## config.mk

```make
export PLATFORM = sky130hd
export DESIGN_NAME = regfile_sb
export DESIGN_NICKNAME = d
export VERILOG_FILES = /design/src/rtl/regfile_sb.sv
export SDC_FILE = /design/constraint.sdc
export NUM_CORES = 2
export LEC_CHECK = 0
export CAP_MARGIN = 5
export CORE_MARGIN = 4
export CORE_UTILIZATION = 40
export CTS_BUF_LIST = sky130_fd_sc_hd__clkbuf_16
export CTS_CLUSTER_DIAMETER = 40
export DETAILED_ROUTE_END_ITERATION = 10
export SLEW_MARGIN = 30
export SYNTH_ARGS = -nofsm -noshare
export SYNTH_HDL_FRONTEND = slang
export SYNTH_SLANG_ARGS = --single-unit
```

## constraint.sdc

```tcl
create_clock -name clk -period 7.4 [get_ports clk]
set_clock_uncertainty 0.1 [all_clocks]
set_input_delay 1.85 -clock clk [delete_from_list [all_inputs] [get_ports clk]]
set_output_delay 1.85 -clock clk [all_outputs]
set_load 0.02 [all_outputs]
```

## src/rtl/regfile_sb.sv

```systemverilog
// Register file with a per-register scoreboard: claims mark a register as awaiting a
// result, writebacks store data and clear the mark. Two combinational read ports.
module regfile_sb #(
    parameter int WIDTH    = 32,
    parameter int DEPTH    = 32,
    parameter int AW       = 5,
    parameter int ZERO_REG = 1,
    parameter int BYPASS   = 1
) (
    input  logic             clk,
    input  logic             reset,
    input  logic [AW-1:0]    read1,
    input  logic [AW-1:0]    read2,
    output logic [WIDTH-1:0] read_data1,
    output logic [WIDTH-1:0] read_data2,
    output logic             busy1,
    output logic             busy2,
    input  logic [AW-1:0]    write,
    input  logic [WIDTH-1:0] write_data,
    input  logic             write_enable,
    input  logic [AW-1:0]    claim,
    input  logic             claim_enable,
    output logic [AW:0]      busy_count
);

    // An address is usable if it exists and is not the hardwired zero register.
    function automatic logic addr_legal(input logic [AW-1:0] a);
        return (32'(a) < DEPTH) && !((ZERO_REG != 0) && (a == '0));
    endfunction

    logic [WIDTH-1:0] data_q [DEPTH];
    logic [DEPTH-1:0] busy_q;
    logic [DEPTH-1:0] busy_d;
    logic [AW:0]      busy_count_q;
    logic [AW:0]      busy_count_d;
    logic             wr_ok;
    logic             cl_ok;

    assign wr_ok = write_enable && addr_legal(write);
    assign cl_ok = claim_enable && addr_legal(claim);

    // Claim is applied after the writeback clear so a same-cycle claim keeps the bit set.
    always_comb begin
        busy_d = busy_q;
        if (wr_ok) begin
            busy_d[write] = 1'b0;
        end
        if (cl_ok) begin
            busy_d[claim] = 1'b1;
        end
        busy_count_d = '0;
        for (int i = 0; i < DEPTH; i++) begin
            busy_count_d = busy_count_d + (AW+1)'(busy_d[i]);
        end
    end

    always_ff @(posedge clk) begin
        if (reset) begin
            for (int i = 0; i < DEPTH; i++) begin
                data_q[i] <= '0;
            end
            busy_q       <= '0;
            busy_count_q <= '0;
        end else begin
            if (wr_ok) begin
                data_q[write] <= write_data;
            end
            busy_q       <= busy_d;
            busy_count_q <= busy_count_d;
        end
    end

    assign busy_count = busy_count_q;

    logic [AW-1:0] rd_addr [2];
    assign rd_addr[0] = read1;
    assign rd_addr[1] = read2;

    generate
        for (genvar gi = 0; gi < 2; gi++) begin : g_rd
            logic             hit;
            logic [WIDTH-1:0] data;
            logic             busy;

            // Forwarding is disabled during reset so outputs show stored state only.
            assign hit = (BYPASS != 0) && wr_ok && !reset && (write == rd_addr[gi]);

            always_comb begin
                data = '0;
                busy = 1'b0;
                if (hit) begin
                    data = write_data;
                    busy = cl_ok && (claim == write);
                end else if (addr_legal(rd_addr[gi])) begin
                    data = data_q[rd_addr[gi]];
                    busy = busy_q[rd_addr[gi]];
                end
            end
        end
    endgenerate

    assign read_data1 = g_rd[0].data;
    assign read_data2 = g_rd[1].data;
    assign busy1      = g_rd[0].busy;
    assign busy2      = g_rd[1].busy;

endmodule
```

==> flow_metrics.env <==
export IMPL_die_height_um=389
export IMPL_rsz0062_at_grt="false"
export IMPL_io_buffers=127
export IMPL_irDropWorstVdd_uv=181
export IMPL_use_met1_pct=36.6
export IMPL_crit_family="buffers and inverters"
export IMPL_cp_cell_sequence="clkdlybuf4s50_1 -> buf_4 -> buf_4 -> or3_1 -> o31ai_1 -> buf_4 -> nor4_4 -> a21oi_4 -> buf_16 -> a32o_1 -> clkdlybuf4s50_1"
export IMPL_netlist_area_um2=58100
export IMPL_drt_iter0_markers=4847
export IMPL_worstMarginPinSlew_ps=1060
export IMPL_num_rows=139
export IMPL_final_cell_mix="1024 x edfxtp_1, 996 x and2_1, 523 x mux4_2"
export IMPL_top_usage_layer="met2"
export IMPL_place_gp_congestion=0.932
export IMPL_cp_max_fo=14
export IMPL_post_dp_hpwl_mm=127
export IMPL_power_density_nw_per_um2=246
export IMPL_grt_pass1_wl_mm=288
export IMPL_cellLeakagePower_nw=23.9
export IMPL_synthFlopType="edfxtp_1"
export IMPL_cp_num_buf_inv=6
export IMPL_grt_overflow=0
export IMPL_drc=0
export IMPL_syn_inst=3920
export IMPL_wire_per_inst_um=33.2
export IMPL_synth_yosys_warnings=0
export IMPL_cts_resized_gates=0
export IMPL_cp_arrival_ps=5040
export IMPL_worstHoldPathType="flop to flop"
export IMPL_cts_buffers=158
export IMPL_syn_avg_cell_area_um2=14.8
export IMPL_drive_above_1_share_pct=28.7
export IMPL_multi_input_area_um2=25200
export IMPL_fin_nets=4187
export IMPL_fmax_ghz=0.143
export IMPL_drv_slew=0
export IMPL_final_hold_viol_count=0
export IMPL_fillers=12400
export IMPL_drtPass1Iterations=5
export IMPL_die_area_um2=151000
export IMPL_clk_pin_slew_ps=50
export IMPL_start_kind="input port"
export IMPL_chipWidth_um=389
export IMPL_cp_required_ps=5450
export IMPL_cpMaxStageDelayCell="clkdlybuf4s50_1"
export IMPL_synth_cell_types=56
export IMPL_period_share_pct=94.5
export IMPL_cp_end_kind="output pin"
export IMPL_clock_sinks=1062
export IMPL_routed_wl_mm=204
export IMPL_ant_nets=0
export IMPL_critPathMaxStageDelay_ps=650
export IMPL_met2_usage_pct=41.0
export IMPL_p_total_mw=16.8
export IMPL_viasPerCell=6.16
export IMPL_relSlewSlack_pct=29.5
export IMPL_regArea_um2=31500
export IMPL_grt_util_met3_pct=6.56
export IMPL_ys_seq_area_share_pct=54.2
export IMPL_cts_max_level=4
export IMPL_crit_type="input port to output pin"
export IMPL_outcome="complete, no violations"
export IMPL_dpl_cell_count=5843
export IMPL_clock_latency_ps=790
export IMPL_areaGrowthSynthToFinish_pct=17.3
export IMPL_core_um2=144000
export IMPL_final_common_cell="edfxtp_1"
export IMPL_yosysTopAreaCell="edfxtp_1"
export IMPL_ctsLongestPathBuffers=3
export IMPL_cts_setup_buffers=0
export IMPL_final_min_clock_period_ps=6990
export IMPL_grt_max_degree=71
export IMPL_finish_utilization_pct=47.3
export IMPL_async_flop_share_pct=0
export IMPL_ctsHoldBuffers=0
export IMPL_cts_tree="yes"
export IMPL_yosysTopAreaCellShare_pct=52.9
export IMPL_max_cap_violations=0
export IMPL_cpMostUsedCell="buf_4"
export IMPL_antenna_found_initial=13
export IMPL_initial_core_util_pct=40.3
export IMPL_ys_seq_elements=1062
export IMPL_dr_total_vias=37900
export IMPL_io_pins=128
export IMPL_report_final_setup_viol=0
export IMPL_grtUsageTotal_pct=26.7
export IMPL_synth_edf_count=1024
export IMPL_grt_pass1_vias=38300
export IMPL_synth_area_leaders="edfxtp_1 53%, mux4_2 20%, and2_1 11%"
export IMPL_instances_no_fill=6143
export IMPL_cts_root_buffer="clkbuf_16"
stage by stage:
step                      TNS [ps]  area, um^2  setup slack (ps)  hold slack [ps]
after floorplan                  0       58200               103              360
after global placement        -855       62700              -351              430
after detailed placement      -955       62800              -355              452
after CTS                        0       68100               455              461
after global routing             0       68200               193              501
final                            0       68200               411              491
final cells by class:
type,instances,share of cell area (%)
antenna,6,0.0220
timing repair buffer,409,5.28
clock inverter,136,2.04
tap,1903,3.49
multi-input combinational,2434,36.9
sequential,1062,46.2
clock buffer,158,5.80
inverter,35,0.198
worst register-to-register path: stages, from the launching register on:
cell and delay, ps:
dfxtp_1 350, a32oi_1 290, fa_1 500, fa_1 550, fa_1 530, inv_1 50
fa_1 560, fa_1 450, fa_1 530, ha_1 180, inv_1 70, fa_1 430
inv_1 70, a21o_1 110, a21oi_1 70, xor2_1 130, nor2_1 50
synth_stat cells (5+ instances only):
library cell and number:
edfxtp_1 1024, and2_1 996, mux4_2 523, clkbuf_1 326, mux2i_1 171, nor2_1 100
nand2_1 72, a221oi_1 70, o21ai_0 64, nand2b_1 56, buf_2 40, dfxtp_1 38
o211ai_1 34, inv_1 33, a21oi_1 32, a32o_1 32, o21a_1 32, a31oi_1 31
mux2_2 31, buf_4 27, fa_1 24, nor2b_1 20, a22oi_1 19, buf_1 19
a22o_1 11, xor2_1 9, buf_6 8, nor3_1 8, xnor2_1 8, ha_1 7
nand3_1 6, or2_2 6, nor3b_1 5, or2_0 5
state kept, by name (all words and copies together), names as in the netlist:
signal,flops
busy_count,6
busy_q,32
data_q,1024
logic make-up (layout without fill, tap and decap cells):
family                     after synthesis  in the layout  synth area share (%)
muxes                                  725            725                  23.8
xor gates and xnor gates                17             17                 0.256
other                                    1             38               0.00645
adders and majority gates               31             31                 0.978
AOI/OAI and AO/OA                      340            340                  4.25
and+or+nand+nor                       1289           1289                  13.2
buffers and inverters                  455            738                  3.30
DFF                                   1062           1062                  54.2
worst paths after layout:
kind | slack, ps | to | cells after the start | start
min | 490 | busy_q[0]$_SDFF_PP0_ | 2 | busy_q[0]$_SDFF_PP0_
min reg2reg | 490 | busy_q[0]$_SDFF_PP0_ | 2 | busy_q[0]$_SDFF_PP0_
max reg2reg | 2230 | busy_count[4]$_SDFF_PP0_ | 16 | busy_q[23]$_SDFF_PP0_
max | 410 | read_data2[10] | 11 | write[2]
report_power, final:
part	leakage (nW)	internal, mW	total [mW]	switching [mW]
registers	10.1	6.93	7.09	0.162
logic	11.2	0.905	2.12	1.21
clock network	2.63	4.56	7.57	3.01
routing by layer:
metal | vias up | share of wire, %
met4 | 4 | 4.4
li1 | 15400 | -
met2 | 2265 | 46
met3 | 420 | 10
met1 | 19800 | 40
met5 | - | 0.013
(Power assumes the default switching activity.)
